### src/rtl/div_issue_ctrl.sv
// ---------------------------------------------------------------------------
// div_issue_ctrl
//
// Control stage in front of the multi-cycle M-extension divider.
//  - Decodes DIV/DIVU/REM/REMU and resolves divide-by-zero and signed
//    overflow locally, without starting the divider.
//  - Keeps a one-entry result cache (operands, signedness, quotient and
//    remainder) so a DIV/REM pair on identical operands is served without a
//    second divide.
//  - Sequences the divider start/ready/valid handshake and holds the result
//    until the consumer accepts it.
//
// Ports
//  clk, rst_n       clock, synchronous active-low reset
//  flush            pipeline kill; cancels the in-flight request
//  req_*            request channel (valid/ready, op, rs1, rs2, tag)
//  resp_*           response channel (valid/ready, data, tag)
//  div_start        divider start, qualified by div_ready
//  div_ready        divider idle
//  div_valid        divider result valid (single-cycle pulse)
//  div_error        divider reports divide-by-zero
//  div_is_signed    signedness of the issued operation
//  div_dividend     divider dividend (stable while the divide is pending)
//  div_divisor      divider divisor  (stable while the divide is pending)
//  div_quotient     divider quotient
//  div_remainder    divider remainder
// ---------------------------------------------------------------------------
module div_issue_ctrl #(
    parameter int XLEN  = 32,
    parameter int TAG_W = 5
) (
    input  logic             clk,
    input  logic             rst_n,
    input  logic             flush,

    input  logic             req_valid,
    output logic             req_ready,
    input  logic [1:0]       req_op,
    input  logic [XLEN-1:0]  req_rs1,
    input  logic [XLEN-1:0]  req_rs2,
    input  logic [TAG_W-1:0] req_tag,

    output logic             resp_valid,
    input  logic             resp_ready,
    output logic [XLEN-1:0]  resp_data,
    output logic [TAG_W-1:0] resp_tag,

    output logic             div_start,
    input  logic             div_ready,
    input  logic             div_valid,
    input  logic             div_error,
    output logic             div_is_signed,
    output logic [XLEN-1:0]  div_dividend,
    output logic [XLEN-1:0]  div_divisor,
    input  logic [XLEN-1:0]  div_quotient,
    input  logic [XLEN-1:0]  div_remainder
);

    localparam logic [2:0] ST_IDLE  = 3'd0;
    localparam logic [2:0] ST_ISSUE = 3'd1;
    localparam logic [2:0] ST_BUSY  = 3'd2;
    localparam logic [2:0] ST_DONE  = 3'd3;
    localparam logic [2:0] ST_DRAIN = 3'd4;

    // Most negative signed value; dividing it by -1 overflows.
    localparam logic [XLEN-1:0] SIGNED_MIN = {1'b1, {(XLEN-1){1'b0}}};

    // Controller state
    logic [2:0]       state_q,     state_d;

    // Latched request
    logic [1:0]       op_q,        op_d;
    logic [XLEN-1:0]  rs1_q,       rs1_d;
    logic [XLEN-1:0]  rs2_q,       rs2_d;
    logic [TAG_W-1:0] tag_q,       tag_d;

    // One-entry result cache
    logic             cache_vld_q,    cache_vld_d;
    logic [XLEN-1:0]  cache_rs1_q,    cache_rs1_d;
    logic [XLEN-1:0]  cache_rs2_q,    cache_rs2_d;
    logic             cache_signed_q, cache_signed_d;
    logic [XLEN-1:0]  cache_quo_q,    cache_quo_d;
    logic [XLEN-1:0]  cache_rem_q,    cache_rem_d;

    // Response holding registers
    logic [XLEN-1:0]  resp_data_q, resp_data_d;
    logic [TAG_W-1:0] resp_tag_q,  resp_tag_d;

    // Request classification
    logic             req_signed;
    logic             req_div_zero;
    logic             req_overflow;
    logic             req_hit;

    // op[1] selects remainder, op[0] selects unsigned.
    function automatic logic [XLEN-1:0] pick_result(
        input logic            is_rem,
        input logic [XLEN-1:0] quo,
        input logic [XLEN-1:0] rem
    );
        return is_rem ? rem : quo;
    endfunction

    // ------------------------------------------------------------------
    // Classification of the incoming request
    // ------------------------------------------------------------------
    always_comb begin
        req_signed   = ~req_op[0];
        req_div_zero = (req_rs2 == '0);
        req_overflow = req_signed && (req_rs1 == SIGNED_MIN) && (req_rs2 == '1);
        req_hit      = cache_vld_q
                       && (cache_rs1_q    == req_rs1)
                       && (cache_rs2_q    == req_rs2)
                       && (cache_signed_q == req_signed);
    end

    // ------------------------------------------------------------------
    // Next-state and datapath update
    // ------------------------------------------------------------------
    always_comb begin
        state_d        = state_q;
        op_d           = op_q;
        rs1_d          = rs1_q;
        rs2_d          = rs2_q;
        tag_d          = tag_q;
        cache_vld_d    = cache_vld_q;
        cache_rs1_d    = cache_rs1_q;
        cache_rs2_d    = cache_rs2_q;
        cache_signed_d = cache_signed_q;
        cache_quo_d    = cache_quo_q;
        cache_rem_d    = cache_rem_q;
        resp_data_d    = resp_data_q;
        resp_tag_d     = resp_tag_q;
        div_start      = 1'b0;

        case (state_q)
            ST_IDLE: begin
                if (req_valid && !flush) begin
                    op_d  = req_op;
                    rs1_d = req_rs1;
                    rs2_d = req_rs2;
                    tag_d = req_tag;
                    // Resolved locally: the result is loaded straight into
                    // the response register so resp_valid rises next cycle.
                    if (req_div_zero) begin
                        resp_data_d = pick_result(req_op[1], '1, req_rs1);
                        resp_tag_d  = req_tag;
                        state_d     = ST_DONE;
                    end else if (req_overflow) begin
                        resp_data_d = pick_result(req_op[1], req_rs1, '0);
                        resp_tag_d  = req_tag;
                        state_d     = ST_DONE;
                    end else if (req_hit) begin
                        resp_data_d = pick_result(req_op[1], cache_quo_q, cache_rem_q);
                        resp_tag_d  = req_tag;
                        state_d     = ST_DONE;
                    end else begin
                        state_d     = ST_ISSUE;
                    end
                end
            end

            ST_ISSUE: begin
                if (flush) begin
                    state_d = ST_IDLE;
                end else begin
                    div_start = div_ready;
                    if (div_ready) begin
                        state_d = ST_BUSY;
                    end
                end
            end

            ST_BUSY: begin
                if (div_valid) begin
                    if (flush) begin
                        // Result arrives in the kill cycle: drop it outright.
                        state_d = ST_IDLE;
                    end else if (div_error) begin
                        // Divider disagrees with local zero detection; fall
                        // back to the zero-divisor result and keep the cache.
                        resp_data_d = pick_result(op_q[1], '1, rs1_q);
                        resp_tag_d  = tag_q;
                        state_d     = ST_DONE;
                    end else begin
                        cache_vld_d    = 1'b1;
                        cache_rs1_d    = rs1_q;
                        cache_rs2_d    = rs2_q;
                        cache_signed_d = ~op_q[0];
                        cache_quo_d    = div_quotient;
                        cache_rem_d    = div_remainder;
                        resp_data_d    = pick_result(op_q[1], div_quotient, div_remainder);
                        resp_tag_d     = tag_q;
                        state_d        = ST_DONE;
                    end
                end else if (flush) begin
                    // Divider cannot be aborted; wait for its result and drop it.
                    state_d = ST_DRAIN;
                end
            end

            ST_DONE: begin
                if (flush || resp_ready) begin
                    state_d = ST_IDLE;
                end
            end

            ST_DRAIN: begin
                if (div_valid) begin
                    state_d = ST_IDLE;
                end
            end

            default: begin
                state_d = ST_IDLE;
            end
        endcase

        // A kill invalidates the cache regardless of state; this overrides
        // any cache fill computed above in the same cycle.
        if (flush) begin
            cache_vld_d = 1'b0;
        end
    end

    // ------------------------------------------------------------------
    // State registers
    // ------------------------------------------------------------------
    always_ff @(posedge clk) begin
        if (!rst_n) begin
            state_q        <= ST_IDLE;
            op_q           <= '0;
            rs1_q          <= '0;
            rs2_q          <= '0;
            tag_q          <= '0;
            cache_vld_q    <= 1'b0;
            cache_rs1_q    <= '0;
            cache_rs2_q    <= '0;
            cache_signed_q <= 1'b0;
            cache_quo_q    <= '0;
            cache_rem_q    <= '0;
            resp_data_q    <= '0;
            resp_tag_q     <= '0;
        end else begin
            state_q        <= state_d;
            op_q           <= op_d;
            rs1_q          <= rs1_d;
            rs2_q          <= rs2_d;
            tag_q          <= tag_d;
            cache_vld_q    <= cache_vld_d;
            cache_rs1_q    <= cache_rs1_d;
            cache_rs2_q    <= cache_rs2_d;
            cache_signed_q <= cache_signed_d;
            cache_quo_q    <= cache_quo_d;
            cache_rem_q    <= cache_rem_d;
            resp_data_q    <= resp_data_d;
            resp_tag_q     <= resp_tag_d;
        end
    end

    // ------------------------------------------------------------------
    // Outputs: registered or decoded from state only
    // ------------------------------------------------------------------
    assign req_ready     = (state_q == ST_IDLE);
    assign resp_valid    = (state_q == ST_DONE);
    assign resp_data     = resp_data_q;
    assign resp_tag      = resp_tag_q;
    assign div_is_signed = ~op_q[0];
    assign div_dividend  = rs1_q;
    assign div_divisor   = rs2_q;

endmodule

### config.mk
export PLATFORM = sky130hd
export DESIGN_NAME = div_issue_ctrl
export DESIGN_NICKNAME = d
export VERILOG_FILES = /design/src/rtl/div_issue_ctrl.sv
export SDC_FILE = /design/constraint.sdc
export NUM_CORES = 1
export LEC_CHECK = 0
export CAP_MARGIN = 0
export CELL_PAD_IN_SITES_DETAIL_PLACEMENT = 1
export CELL_PAD_IN_SITES_GLOBAL_PLACEMENT = 1
export CORE_ASPECT_RATIO = 0.9
export CORE_UTILIZATION = 30
export CTS_CLUSTER_DIAMETER = 60
export DETAILED_ROUTE_END_ITERATION = 6
export GPL_ROUTABILITY_DRIVEN = 0
export PLACE_DENSITY_LB_ADDON = 0.1
export SLEW_MARGIN = 15
export SYNTH_ARGS = -nofsm -noshare
export SYNTH_HDL_FRONTEND = slang
export SYNTH_SLANG_ARGS = --single-unit
### constraint.sdc
create_clock -name clk -period 3.1 [get_ports clk]
set_input_delay 0.31 -clock clk [delete_from_list [all_inputs] [get_ports clk]]
set_output_delay 0.31 -clock clk [all_outputs]
set_load 0.05 [all_outputs]
==> key figures, run 1 <==
Layout
  • Fraction of layout cells with a size suffix above 1: 0.161
  • Final core occ: 0.427
  • Post-route insts no fill: ~2300
  • Area grow syn2layout: 38.9%
  • Most frequent cells in the layout: nand2_1 (479), clkdlybuf4s50_1 (245), dfxtp_1 (240)
  • Register area: about 4800 sq um
  • Most common cell after layout, fill and taps aside: nand2_1
  • # nets final: about 1900
  • Multi-input gate area: approximately 6300 sq um
  • Fillers: 4579

Pwr
  • Leakage Power: 5.62 nW
  • Max IR drop VDD: around 0.00027 V
  • Cell Pwr Density: 493 nW/um^2

Die
  • Core area: slightly below 40000 sq um
  • # rows: 68
  • I/O pin cnt: between 200 and 250
  • Starting Density: 0.307
  • Die Ht: about 190 um
  • Die area: just over 40000 sq um
  • Die width: around 210 um

Clocking
  • Total CTS buffers: 34
  • Clk root buf: clkbuf_16
  • H-tree levels: 2
  • Number of post-CTS setup repair buffers: 0
  • CTS tree: yes
  • CTS Buffer Depth: 3
  • Clk_lat worst skew: 520 ps
  • Clock tree sinks: approximately 240
  • CTS hold repair buffers: 0
  • Cts repair resizes: 0
  • Clock transition at the registers of the reported paths: roughly 60 ps

Setup path
  • Critical path launch point type: register
  • WP data required: 3480 ps
  • Setup crit end kind: register
  • CP cell instances: xnor2_1 -> buf_4 -> nand4_1 -> nor4_1 -> nand4_1 -> or3_2 -> buf_12 -> nand3_2 -> a21oi_2
  • CP max stage cell: or3_2
  • Crit-path max cell delay: approximately 600 ps
  • Crit Path Category: reg2reg
  • Top cell by count, worst path: nand4_1
  • Worst path arrival time: about 3300 ps
  • Worst-path fanout max: 31

Place
  • Dpl hpwl: about 36000 um
  • Dpl cells: between 2000 and 2500
  • Worst slack at placement: -210 ps
  • PortBufs: about 250

STA
  • Setup slack after layout: 200 ps
  • Final hold violation count: 0
  • Max frequency: ~340 MHz
  • # setup viols final: 0
  • Final hold slack: 256 ps
  • Rel. slew slack: 0.400
  • Clk_skew: around 9.6 ps
  • RSZ-0062 raised after global routing: false
  • Final cycle utilization of the critical path: 0.935
  • Crit path time final: a little under 3000 ps
  • Final Max Tran Viols: 0
  • Worst Tran Pin Value: approximately 900 ps

Route
  • Via/cell ratio: between 5 and 6
  • Drt wl/cell: 22.0 um
  • Antenna-violating nets left: 0
  • DRT iter0 DRCs: slightly below 700
  • First-pass DRT Iterations: 4
  • Vias: between 10000 and 15000
  • Post-Route WL: 50900 um
  • Residual DRC: 0

Yosys
  • Synth Net Count: 1642
  • Number of synthesized register bits: roughly 240
  • Top cells by area, synth: dfxtp_1 (41%), nand2_1 (15%), a21oi_1 (10%), mux2i_1 (5.4%), o221a_2 (2.9%)
  • Yosys warning total: 0
  • Unique cell type count in the Yosys netlist: ~60
  • Number of synthesized flops with an enable pin: 0
  • Syn Std Cell Area: 11900 sq um
  • Syn Inst Count: between 1000 and 1500
  • Yosys top cell by area: dfxtp_1
  • Synth top area share: 0.407
  • Async S/R FF share, synth: 0
  • Prevailing post-synth register cell: dfxtp_1
  • Syn avg cell area: between 7 and 8 sq um
  • Sequential share of the synthesized area: 0.407

GRT
  • Vias in the first global route: 12116
  • GR Util All Layers: 0.251
  • Largest net degree at the start of global routing: 96
  • GRT overflow: 0
  • First-pass GRT wire length: between 70000 and 80000 um
  • Initial antenna violation count: 1

Worst hold path
  • Min-delay worst type: in2reg

Run
  • # Max-Cap Violations: 0

Run status
  • Outcome: completed
==> cells in the mapped netlist, types with 4 or more instances <==
cell type and n:
or4_1 4, nand3_2 30, dfxtp_1 241, o21ai_1 10, a311oi_1 6, nor3_1 10, xnor2_1 34, a21oi_2 30
nor2_1 11, buf_12 5, o22ai_1 6, nor4_1 17, nand2_1 480, clkbuf_8 4, inv_1 19, buf_1 10
o221a_2 31, xor2_1 10, o21ai_2 20, nand3_1 5, buf_6 6, a21oi_1 237, o31ai_1 31, clkbuf_1 91
nand4_1 21, nor2b_1 14, mux2i_1 64
==> worst max-delay path: cells and delay by family (launching register included) <==
kind	cells	cell delay, ps
flip-flops	1	320
AND/OR/NAND/NOR	5	1590
XOR/XNOR	1	350
buffers and inverters	2	390
AO/OA/AOI/OAI	1	60
==> sequential cells by signal, indices dropped and copies added, names as in the netlist <==
register        flops
div_dividend       32
cache_rs2_q        32
cache_rem_q        32
div_divisor        32
tag_q               5
cache_quo_q        32
resp_tag            5
resp_data          32
cache_signed_q      1
cache_rs1_q        32
cache_vld_q         1
op_q                2
state_q             3
==> where the power goes <==
group          switching (mW)  internal [mW]  total [mW]
Combinational           0.619          0.440        1.06
Sequential             0.0710           3.15        3.22
Clock                    1.48           2.37        3.85
==> final timing paths <==
| path | slack, ps | from | end | cells after the start |
|---|---|---|---|---|
| setup / recovery | 200 | cache_rs2_q[12] | resp_data[29] | 9 |
| hold / removal | 260 | div_error | cache_vld_q | 4 |
| setup reg to reg | 200 | cache_rs2_q[12] | resp_data[29] | 9 |
| hold reg to reg | 450 | cache_quo_q[24] | cache_quo_q[24] | 2 |
==> cell type report <==
type,count,area share
Clock inverter,7,0.00425
Clock buffer,50,0.0622
Multi-Input combinational cell,1114,0.384
Antenna cell,1,0.000152
Sequential cell,241,0.293
Timing Repair Buffer,357,0.212
Inverter,21,0.00524
Tap cell,525,0.0398
==> cells by family after synthesis <==
kind of cell,share of synthesized area
and+or+nand+nor,0.233
AOI/OAI and AO/OA,0.212
DFF,0.407
buffers and inverters,0.0614
muxes,0.0540
xor gates and xnor gates,0.0325
==> through the flow <==
| step | instance area [sq um] | setup TNS, ps | total power [mW] |
|---|---|---|---|
| floorplan | 11900 | 0 | 3.74 |
| global placement | 15400 | -3790 | 4.34 |
| detailed placement | 15400 | -6560 | 4.35 |
| CTS | 16500 | 0 | 8.22 |
| global route | 16500 | 0 | 8.41 |
| finish | 16500 | 0 | 8.13 |
==> per-layer routing <==
metal / vias up / routed length (um) / track usage
met1: 5961 / 24100 / 0.346
met2: 285 / 23500 / 0.406
met3: 60 / 2180 / 0.0341
met5: - / 0 / 0
met4: 0 / 1110 / 0.0688
li1: 5713 / - / -
Power figures use the tool's default switching activity.
==> inputs of run 2 (changes only) <==
CORE_UTILIZATION = 35   (was 30)
==> run 2 against run 1 <==
- worst setup slack gained 140 ps
- clock-buffer cell count is 6 lower
- critical path depth up 2
- largest cell class unchanged
- largest power group unchanged
- critical endpoint is now resp_data[31]
- first-iteration DRC count is 9.2% higher
- utilization up 6.3 points
- final cell count decreased by 3.3%
- sequential share of layout area increased by 0.40 points
- global-route usage up 2.6 points
- register-to-register slack better by 220 ps
- final area down 1.3%
- non-clock buffer count decreased by 4
==> key figures, run 2 (synthesis results as in run 1) <==
Route
  • Via/cell ratio: 5.40 (+4.1%)
  • Antenna-violating nets left: 0 (unchanged)
  • Drt wl/cell: 21.6 um (-1.9%)
  • Residual DRC: 0 (unchanged)
  • Post-Route WL: 48300 um (-5.1%)
  • Vias: 12101 (+0.68%)
  • First-pass DRT Iterations: 7 (+3)
  • DRT iter0 DRCs: 738 (+9.2%)

Die
  • Starting Density: 0.358 (+0.0504)
  • Core area: 33200 sq um (-14%)
  • Die area: 34600 sq um (-14%)
  • Die width: 196 um (-7.3%)
  • I/O pin cnt: 248 (unchanged)
  • Die Ht: 177 um (-7.3%)
  • # rows: 63 (-7.4%)

Place
  • PortBufs: 247 (unchanged)
  • Cell Area, Placed: 15300 sq um (-0.85%)
  • Dpl hpwl: 33900 um (-5.9%)
  • Dpl cells: 2184 (-3.3%)
  • Worst slack at placement: -161 ps (+49.4 ps)

STA
  • Final hold slack: 317 ps (+61.2 ps)
  • Final hold violation count: 0 (unchanged)
  • Setup TNS: 0 ps (unchanged)
  • # setup viols final: 0 (unchanged)
  • Worst Tran Pin Value: 683 ps (-217 ps)
  • Max frequency: 363 MHz (+5.2%)
  • Rel. slew slack: 0.545 (+0.145)
  • Crit path time final: 2760 ps (-143 ps)
  • Setup slack after layout: 344 ps (+143 ps)
  • RSZ-0062 raised after global routing: false
  • Final Max Tran Viols: 0 (unchanged)
  • Final cycle utilization of the critical path: 0.889 (-0.0462)
  • Clk_skew: 27.6 ps (+18.1 ps)

Pwr
  • Clock Power Share: 0.453 (-0.020)
  • Max IR drop VDD: 0.000355 V (+30%)
  • Sequential share of power: 0.412 (+0.016)
  • Psw: 2.07 mW (-4.6%)
  • Cell Int Power: 5.73 mW (-3.9%)
  • Sw Ratio: 0.266 (-0.00154)
  • Leakage Power: 5.55 nW (-1.1%)
  • Final Power: 7.80 mW (-4.1%)
  • Combinational Power Share: 0.135 (+0.005)
  • Cell Pwr Density: 480 nW/um^2 (-2.8%)

Clocking
  • CTS hold repair buffers: 0 (unchanged)
  • Clock transition at the registers of the reported paths: 60 ps (about the same)
  • Number of post-CTS setup repair buffers: 0 (unchanged)
  • CTS Buffer Depth: 3 (unchanged)
  • Clk_lat worst skew: 560 ps (+40 ps)
  • Clock tree sinks: 241 (unchanged)
  • Total CTS buffers: 30 (-12%)
  • Clk root buf: clkbuf_16
  • CTS tree: yes
  • Cts repair resizes: 0 (unchanged)
  • H-tree levels: 1 (-1)

Worst hold path
  • Min-delay worst type: in2reg

GRT
  • GR Util All Layers: 0.277 (+0.0260)
  • Initial antenna violation count: 1 (unchanged)
  • Largest net degree at the start of global routing: 106 (+10%)
  • Vias in the first global route: 12278 (+1.3%)
  • First-pass GRT wire length: 73600 um (-3.2%)
  • GRT overflow: 0 (unchanged)

Layout
  • Fillers: 3920 (-14%)
  • Fraction of layout cells with a size suffix above 1: 0.159 (-0.00226)
  • Post-route insts no fill: 2240 (-3.3%)
  • Final instance area: 16300 sq um (-1.3%)
  • Most frequent cells in the layout: nand2_1 (479), clkdlybuf4s50_1 (245), dfxtp_1 (240)
  • Area grow syn2layout: 37.1%
  • Most common cell after layout, fill and taps aside: nand2_1
  • Final core occ: 0.490 (+0.0633)
  • # nets final: 1904 (-0.42%)

Setup path
  • WP data required: 3560 ps (+80 ps)
  • Worst path arrival time: 3220 ps (-50 ps)
  • FF-to-FF setup slack: 420 ps (+220 ps)
  • Crit Path Category: in2reg
  • Worst-path fanout max: 12 (-61%)
  • Critical path launch point type: primary input
  • Setup crit end kind: register

Run status
  • Outcome: completed

Run
  • # Max-Cap Violations: 0 (unchanged)
==> run 2: changes by cell type in the layout (fill, tap and decap cells not counted), sizes merged <==
| cell | before | now |
|---|---|---|
| bufinv | 1 | 2 |
| clkbuf | 50 | 44 |
| buf | 112 | 108 |
| clkinv | 5 | 6 |
| inv | 21 | 23 |
==> run 2: critical path: stages <==
cell and delay [ps]:
clkdlybuf4s50_1 560, buf_4 210, nor4b_1 430, buf_4 190, nand4_1 140, nor4_4 420
buf_4 290, and2_1 180, or4_1 110, nand3_1 80, a311oi_1 280
==> run 2: layout make-up <==
class	instances	area [sq um]	area share
antenna	1	2.50	0.000154
clock buffer	44	885	0.0544
clock inverter	11	119	0.00731
inverter	21	86.3	0.00531
multi-input combinational	1114	6330	0.389
sequential	241	4830	0.297
tap	455	569	0.0350
timing repair buffer	353	3450	0.212
==> run 2: power by group through the flow <==
| stage | Clock [mW] | Combinational, mW | Sequential [mW] |
|---|---|---|---|
| final | 3.53 | 1.05 | 3.22 |
| after global placement | 0 | 1.04 | 3.28 |
| after global routing | 3.73 | 1.11 | 3.22 |
| after CTS | 3.59 | 1.05 | 3.22 |
| after floorplan | 0 | 0.343 | 3.40 |
| after detailed placement | 0 | 1.05 | 3.28 |
==> run 2: routing by layer <==
metal / routed length (um) / GRT usage
met1: 22000 / 0.369
met3: 2460 / 0.0391
met5: 0 / 0
met2: 22400 / 0.460
met4: 1360 / 0.0895
==> run 2: path summary, 6_finish.rpt <==
path / from / to / depth (start not counted)
worst max-delay path: req_rs1[26] / resp_data[31] / 11
worst max register to register: cache_rs2_q[2] / resp_data[10] / 8
worst min register to register: cache_quo_q[13] / cache_quo_q[13] / 2
worst min-delay path: req_op[1] / op_q[1] / 3
==> inputs of run 3 (changes only) <==
CAP_MARGIN = default   (was 0)
==> results of run 3 <==
The final DEF is identical to that of run 2; final timing and power are the same.
